==> config.mk <==
export PLATFORM = sky130hd
export DESIGN_NAME = micro_sequencer
export DESIGN_NICKNAME = d
export VERILOG_FILES = /design/src/rtl/micro_sequencer.sv
export SDC_FILE = /design/constraint.sdc
export NUM_CORES = 1
export LEC_CHECK = 0
export CAP_MARGIN = 15
export CORE_ASPECT_RATIO = 0.8
export CORE_UTILIZATION = 48
export CTS_CLUSTER_DIAMETER = 100
export DETAILED_ROUTE_END_ITERATION = 8
export GPL_TIMING_DRIVEN = 0
export PLACE_DENSITY = 0.78
export SLEW_MARGIN = 20
export SYNTH_ARGS = -nofsm -noshare
export SYNTH_HDL_FRONTEND = slang
export SYNTH_SLANG_ARGS = --single-unit
==> constraint.sdc <==
create_clock -name clk -period 4.05 [get_ports clk]
set_clock_uncertainty 0.05 [all_clocks]
set_input_delay 0.81 -clock clk [delete_from_list [all_inputs] [get_ports clk]]
set_output_delay 0.81 -clock clk [all_outputs]
set_load 0.1 [all_outputs]
==> src/rtl/micro_sequencer.sv <==
// Micro-coded control sequencer: walks a fixed micro-routine per opcode class
// and reports the micro-state, sequencing mode, register-file select and retirements.
module micro_sequencer #(
    parameter int UPC_W     = 6,
    parameter int CNT_W     = 16,
    parameter bit EN_BRANCH = 1'b1
) (
    input  logic             clk,
    input  logic             rst_n,
    input  logic             stall,
    input  logic [6:0]       opcode,
    input  logic             br_cond,
    output logic [UPC_W-1:0] upc,
    output logic [1:0]       seq,
    output logic [1:0]       rf_sel,
    output logic             illegal,
    output logic             instr_done,
    output logic [CNT_W-1:0] retired
);

    if (UPC_W < 5) begin : g_upc_w_check
        $error("micro_sequencer: UPC_W must be at least 5");
    end

    typedef enum logic [4:0] {
        S_INIT = 5'd0,
        S_F0   = 5'd1,  S_F1,  S_F2,
        S_A0   = 5'd4,  S_A1,  S_A2,  S_A3,
        S_AI0  = 5'd8,  S_AI1, S_AI2, S_AI3,
        S_LW0  = 5'd12, S_LW1, S_LW2, S_LW3,
        S_SW0  = 5'd16, S_SW1, S_SW2, S_SW3,
        S_JR0  = 5'd20, S_JR1, S_JR2, S_JR3,
        S_BR0  = 5'd24, S_BR1, S_BR2,
        S_TRAP = 5'd27
    } state_t;

    localparam logic [1:0] SEQ_N  = 2'd0;
    localparam logic [1:0] SEQ_D  = 2'd1;
    localparam logic [1:0] SEQ_F  = 2'd2;
    localparam logic [1:0] SEQ_B  = 2'd3;
    localparam logic [1:0] RF_X0  = 2'd0;
    localparam logic [1:0] RF_RD  = 2'd1;
    localparam logic [1:0] RF_RS1 = 2'd2;
    localparam logic [1:0] RF_RS2 = 2'd3;

    localparam logic [6:0] OP_R  = 7'b0110011;
    localparam logic [6:0] OP_I  = 7'b0010011;
    localparam logic [6:0] OP_LD = 7'b0000011;
    localparam logic [6:0] OP_ST = 7'b0100011;
    localparam logic [6:0] OP_JR = 7'b1100111;
    localparam logic [6:0] OP_BR = 7'b1100011;

    state_t state, state_d;
    logic   known;

    // Handshake: stall=1 means the datapath cannot accept this micro-step; the
    // sequencer holds its state (and everything decoded from it) until stall=0.
    // init and trap are bookkeeping states and advance regardless of stall.

    always_comb begin
        seq   = SEQ_N;
        known = 1'b1;
        case (state)
            S_INIT, S_TRAP, S_A3, S_AI3, S_LW3, S_SW3, S_JR3, S_BR2: seq = SEQ_F;
            S_F2:  seq = SEQ_D;
            S_BR1: seq = SEQ_B;
            S_F0, S_F1, S_A0, S_A1, S_A2, S_AI0, S_AI1, S_AI2,
            S_LW0, S_LW1, S_LW2, S_SW0, S_SW1, S_SW2,
            S_JR0, S_JR1, S_JR2, S_BR0: seq = SEQ_N;
            default: known = 1'b0;
        endcase
    end

    always_comb begin
        rf_sel = RF_X0;
        case (state)
            S_A0, S_AI0, S_LW0, S_SW0, S_JR0, S_BR0: rf_sel = RF_RS1;
            S_A1, S_SW1, S_BR1:                      rf_sel = RF_RS2;
            S_A3, S_AI3, S_LW3, S_JR3:               rf_sel = RF_RD;
            default:                                 rf_sel = RF_X0;
        endcase
    end

    always_comb begin
        state_d = state;
        case (state)
            S_INIT, S_TRAP: state_d = S_F0;
            S_F2: begin
                case (opcode)
                    OP_R:    state_d = S_A0;
                    OP_I:    state_d = S_AI0;
                    OP_LD:   state_d = S_LW0;
                    OP_ST:   state_d = S_SW0;
                    OP_JR:   state_d = S_JR0;
                    OP_BR:   state_d = EN_BRANCH ? S_BR0 : S_TRAP;
                    default: state_d = S_TRAP;
                endcase
            end
            S_BR1: state_d = br_cond ? S_BR2 : S_F0;
            default: begin
                if (!known)
                    state_d = S_INIT;
                else if (seq == SEQ_F)
                    state_d = S_F0;
                else
                    state_d = state_t'(state + 5'd1);
            end
        endcase
        if (stall && known && state != S_INIT && state != S_TRAP)
            state_d = state;
    end

    // Retirement: leaving the last step of a routine, or a not-taken branch.
    assign instr_done = !stall &&
                        ((seq == SEQ_F && state != S_INIT && state != S_TRAP) ||
                         (state == S_BR1 && !br_cond));

    always_ff @(posedge clk or negedge rst_n) begin
        if (!rst_n) begin
            state   <= S_INIT;
            illegal <= 1'b0;
            retired <= '0;
        end else begin
            state   <= state_d;
            illegal <= (state_d == S_TRAP);
            if (instr_done)
                retired <= retired + CNT_W'(1);
        end
    end

    assign upc = UPC_W'(state);

endmodule

## Yosys cells after proc, flatten, opt, wreduce, memory -nomap -nowiden

Memories as Yosys holds them, arrays and structs flattened.
Cells that the tools add are included.

- Register bits after elaboration: 22
- Bits in read-only memories: 64
- Bits of input ports: 11
- Output and inout bits: 28
- Word-level logic and storage cells: 65
- Memories kept: 1

- Add/subtract/negate cells: 2
- Eq/ne operators: 36
- Multiplexer cells: 8
- Reductions and logical operators: 15

Memories:

| name | depth | width | read ports | clocked after memory_dff | write ports | RTL line | RTL |
|---|---|---|---|---|---|---|---|
| (name not given) | 32 | 2 | 1 | 0 | 0 | 76 | `case (state)` |

Operators by type and width:

| kind | count |
|---|---|
| $eq A5 B5 Y1 const B | 13 |
| $eq A5 B4 Y1 const B | 8 |
| $pmux W5 S6 | 1 |
| $reduce_or A28 Y1 | 1 |
| $eq A5 B3 Y1 const B | 4 |
| $mux W5 | 4 |
| $add A16 B1 Y16 const B | 1 |
| $pmux W5 S3 | 1 |
| $eq A7 B6 Y1 const B | 2 |
| $eq A7 B7 Y1 const B | 2 |
| $eq A5 B2 Y1 const B | 2 |
| $reduce_or A8 Y1 | 1 |
| $eq A7 B2 Y1 const B | 1 |
| $eq A7 B5 Y1 const B | 1 |
| $logic_and A1 B1 Y1 | 7 |
| $pmux W2 S3 | 1 |
| $add A5 B1 Y5 const B | 1 |
| $eq A5 B1 Y1 const B | 1 |
| $logic_not A5 Y1 | 1 |
| $ne A5 B5 Y1 const B | 1 |
| $reduce_bool A5 Y1 | 1 |
| $eq A2 B2 Y1 const B | 1 |
| $logic_not A1 Y1 | 2 |
| $reduce_or A2 Y1 | 1 |
| 2 further kinds | 2 |

## Depth between registers and ports, before layout

- Word-level depth: 9
- Depth in mapped cells: 10
- Mapped depth without buffers: 9

## Least setup slack after synthesis

Ideal clock, no wire load.

- Kind: flip-flop to output port
- Start point: register state[1]
- End point: output instr_done
- Data arrival time: 3.792 ns
- Data required time: 3.190 ns
- Setup slack: -0.602 ns
- Stages on the path, launching flop included: 9
- Path buffers: 0
- Path through: dfrtp_1 > inv_1 > ha_1 > or3b_4 > a21oi_1 > a211oi_2 > inv_2 > a21oi_4 > nor2_1

- Longest elaborated chain between the ends: 8
- Elaborated cells between the ends (all ways): 20
- Classes of those cells: eq/ne: 11; mux: 1; reduce/logical: 8

RTL lines:

| what | RTL line | RTL |
|---|---|---|
| start, declared | 53 | `state_t state, state_d;` |
| start signal, assigned | 124 | `state <= state_d;` |
| $eq A5 B5 Y1, or another cell as far along | 63 | `case (state)` |
| $reduce_or A8 Y1 | - |  |
| $pmux W2 S3 (*) | 63 |  |
| net seq[1] | 14 | `output logic [1:0] seq,` |
| $eq A2 B2 Y1 (*) | 115 | `((seq == SEQ_F && state != S_INIT && state != S_TRAP) \|\|` |
| $logic_and A1 B1 Y1 (*) (2 in series) | 115 |  |
| $logic_or A1 B1 Y1 (*) | 115 |  |
| $logic_and A1 B1 Y1 (*) | 114 | `assign instr_done = !stall &&` |
| end, declared | 17 | `output logic instr_done,` |

Mark *: on every way through the listed nets, which the timed path passes. The rest lies on a longest branch.

## Worst setup path after layout

- Start point: register state[1]
- End point: output instr_done

- Longest elaborated chain between the ends: 8
- Elaborated cells between the ends (all ways): 20
- Classes of those cells: eq/ne: 11; mux: 1; reduce/logical: 8

RTL lines:

| what | RTL line |
|---|---|
| $eq A5 B5 Y1, or another cell as far along | 63 |
| $reduce_or A8 Y1 | - |
| $pmux W2 S3 | 63 |
| $eq A2 B2 Y1 | 115 |
| $logic_and A1 B1 Y1 (2 in series) | 115 |
| $logic_or A1 B1 Y1 (*) | 115 |
| $logic_and A1 B1 Y1 (*) | 114 |

Mark *: on every way between the ends. The rest lies on a longest branch, timed or not.

==> qor.json <==
{
  "outcome": {"value": "finished clean"},
  "grt_max_degree": {"value": 23},
  "slew_viol_final": {"value": 0},
  "slew-limit-headroom": {"value": 0.335},
  "hold_class": {"value": "flop to flop"},
  "library_cell_with_the_largest_summed_area_after_synthesis": {"value": "sky130_fd_sc_hd__dfrtp_1"},
  "initial_core_util": {"value": 0.506},
  "clockRootBuffer": {"value": "sky130_fd_sc_hd__clkbuf_8"},
  "layoutNonFillerInstCount": {"value": 249},
  "std_cell_rows": {"value": 18},
  "drv.max_cap_violation_count": {"value": 0},
  "hpwl": {"value": 3.01, "unit": "mm"},
  "setup.worst_path.start_class": {"value": "flop"},
  "postSynthCellCount": {"value": 169},
  "critical_path_required": {"value": 3.19, "unit": "ns"},
  "place.port_buffers": {"value": 36},
  "postSynthRegisterBits": {"value": 22},
  "drt_iter0_drc": {"value": 123},
  "portion_of_the_clock_cycle_consumed_by_the_worst_path_in_the_final_layout": {"value": 0.921},
  "globalRouteTotalUtil": {"value": 0.250},
  "crit_fanout": {"value": 6},
  "grt_pass1_wl": {"value": 6.54, "unit": "mm"},
  "synth_top_area_frac": {"value": 0.352},
  "timing.final.hold_violations": {"value": 0},
  "placedCellCount": {"value": 245},
  "powerDensity": {"value": 845, "unit": "nW/um^2"},
  "cts.repair_timing.setup_buffer_count": {"value": 0},
  "place_congestion": {"value": 0.884},
  "ir_drop": {"value": 0.000722, "unit": "V"},
  "critPathCaptureType": {"value": "output pin"},
  "clk_path_buf_depth": {"value": 2},
  "timing_worst_slew_pin_value": {"value": 0.995, "unit": "ns"},
  "syn_nets": {"value": 185},
  "num_antenna_cells": {"value": 0},
  "synth.avg_cell_area": {"value": 9.25, "unit": "um^2"},
  "boundary_pin_count": {"value": 39},
  "design.core.area": {"value": 3090, "unit": "um^2"},
  "clock_pin_slew_on_the_worst_setup_and_hold_paths": {"value": 0.09, "unit": "ns"},
  "route.detailed.wl_per_inst": {"value": 16.1, "unit": "um"},
  "synth.distinct_cells": {"value": 52},
  "h-tree-depth": {"value": 1},
  "wl": {"value": 4.01, "unit": "mm"},
  "ys.warnings.count": {"value": 0},
  "setup_violations": {"value": 0},
  "clock_sink_count": {"value": 22},
  "via_count": {"value": 1451},
  "postSynth.asyncResetShare": {"value": 1.00},
  "postSynth.topFlopCell": {"value": "sky130_fd_sc_hd__dfrtp_1"},
  "areaGrowthSynthToFinish": {"value": 31.1, "unit": "%"},
  "final_critical_period": {"value": 3.73, "unit": "ns"},
  "grt_pass1_vias": {"value": 1343},
  "category_of_the_most_critical_setup_path": {"value": "flop to output pin"},
  "die_area": {"value": 3490, "unit": "um^2"},
  "drtPass1Iterations": {"value": 6},
  "worstPathArrival": {"value": 2.87, "unit": "ns"},
  "synth_enable_flop_cells": {"value": 0},
  "synth.yosys.seq_area_share": {"value": 0.352},
  "post-route-drc-count": {"value": 0},
  "fp.dieW": {"value": 65.8, "unit": "um"},
  "grt_setup_unrepaired": {"value": "false"},
  "number_of_buffers_created_by_cts": {"value": 3},
  "grt_antenna_before_repair": {"value": 0},
  "tritoncts_clock_tree": {"value": "yes"},
  "avgViaCountPerCell": {"value": 5.83},
  "num-nets-final": {"value": 226},
  "drive_gt1_frac": {"value": 0.124},
  "max_freq": {"value": 0.268, "unit": "GHz"},
  "clock_network_latency_to_the_later_pin_of_the_worst_skew_pair": {"value": 0.26, "unit": "ns"},
  "chipHeight": {"value": 53.0, "unit": "um"},
  "yosys-top-cells-area": {"value": "sky130_fd_sc_hd__dfrtp_1, sky130_fd_sc_hd__xor2_1, sky130_fd_sc_hd__nor3_1"},
  "ant_nets": {"value": 0},
  "mappedNetlistArea": {"value": 1560, "unit": "um^2"},
  "static-leakage-power": {"value": 0.886, "unit": "nW"},
  "finalSetupTns": {"value": 0, "unit": "ns"},
  "gr-total-overflow": {"value": 0}
}
==> path summary, 6_finish.rpt <==
check | from | cells after the start | end | slack (ns)
hold / removal | retired[9] | 1 | retired[9] | 0.45
hold reg to reg | retired[9] | 1 | retired[9] | 0.45
min in group asynchronous | rst_n | 1 | retired[9] | 0.46
setup / recovery | state[1] | 9 | instr_done | 0.32
max in group asynchronous | rst_n | 1 | retired[6] | 3.15
setup reg to reg | state[1] | 10 | retired[12] | 1.18
==> critical path, stage by stage (launching register included) <==
cell and delay, ns:
sky130_fd_sc_hd__dfrtp_1 0.47, sky130_fd_sc_hd__inv_1 0.14, sky130_fd_sc_hd__ha_1 0.28, sky130_fd_sc_hd__nor2_1 0.23, sky130_fd_sc_hd__o22ai_1 0.14, sky130_fd_sc_hd__a211oi_2 0.50, sky130_fd_sc_hd__inv_2 0.14, sky130_fd_sc_hd__a21oi_4 0.27
sky130_fd_sc_hd__nor2_4 0.07, sky130_fd_sc_hd__clkbuf_2 0.37
==> routing by layer <==
metal	global-route usage	wire [um]	vias up	part of all wire
li1	-	-	700	-
met1	0.374	1990	700	0.50
met2	0.369	1810	47	0.45
met3	0.0409	191	4	0.048
met4	0.0616	25	0	0.0062
met5	0	0	-	0
==> cell usage in the layout, fill, tap and decap left out, drive strengths merged, types with 6 or more instances in the layout <==
cell type and count:
clkdlybuf4s50 33, dfrtp 22, xor2 14, nor3 13
nor2 12, nand2 11, buf 11, a21oi 9
nand3 8, inv 8, nand4 6
==> cell type report <==
cell class / instances / area (um^2)
Fill cell: 250 / 1040
Multi-Input combinational cell: 129 / 927
Sequential cell: 22 / 551
Timing Repair Buffer: 36 / 353
Buffer: 10 / 66.3
Tap cell: 40 / 50.0
Clock buffer: 3 / 41.3
Clock inverter: 1 / 30.0
Inverter: 8 / 30.0
==> state kept, by name (all words and copies together), names as in the netlist <==
signal   count
illegal      1
retired     16
state        5
==> repair_timing <==
item                       4_1_cts  5_1_grt
cloned                           0        0
hold buffers                     0        0
gates resized for setup          1        3
setup endpoints to repair        1        2
==> stage by stage <==
| step | util | hold WS (ns) | power [mW] | cell area, um^2 | worst slack, ns |
|---|---|---|---|---|---|
| after floorplan | - | 0.464 | 1.25 | 1570 | 0.178 |
| after global placement | 0.643 | 0.407 | 1.51 | 1980 | 0.0801 |
| after detailed placement | 0.643 | 0.433 | 1.52 | 1980 | 0.101 |
| after CTS | 0.666 | 0.449 | 1.73 | 2050 | 0.0384 |
| after global routing | 0.664 | 0.471 | 1.81 | 2050 | 0.142 |
| final | 0.664 | 0.453 | 1.73 | 2050 | 0.320 |
==> where the power goes <==
part	total, mW	switching, mW	leakage [nW]	internal [mW]
Clock	0.207	0.0746	0.0357	0.132
Combinational	1.20	0.881	0.559	0.316
Sequential	0.327	0.0591	0.291	0.268
Total	1.73	1.01	0.886	0.716
==> Yosys cell counts, drive strengths merged (4+ instances only) <==
cell and n:
dfrtp 22, xor2 14, nor3 13, nor2 12
nand2 11, buf 10, a21oi 9, inv 8
nand3 8, nand4 6, ha 5, a31oi 4
==> logic make-up (layout without fill, tap and decap cells) <==
logic type               count (synthesis)  in the layout  synth area share
buffers and inverters                   18             58            0.0616
AO/OA/AOI/OAI                           36             36             0.203
XOR/XNOR                                16             16            0.0897
AND/OR/NAND/NOR                         70             70             0.244
adder cells (fa/ha/maj)                  5              5            0.0400
multiplexers                             1              1           0.00721
flip-flops                              22             22             0.352
other                                    1              1           0.00240
Note: power is estimated with default switching activity, not from simulation.
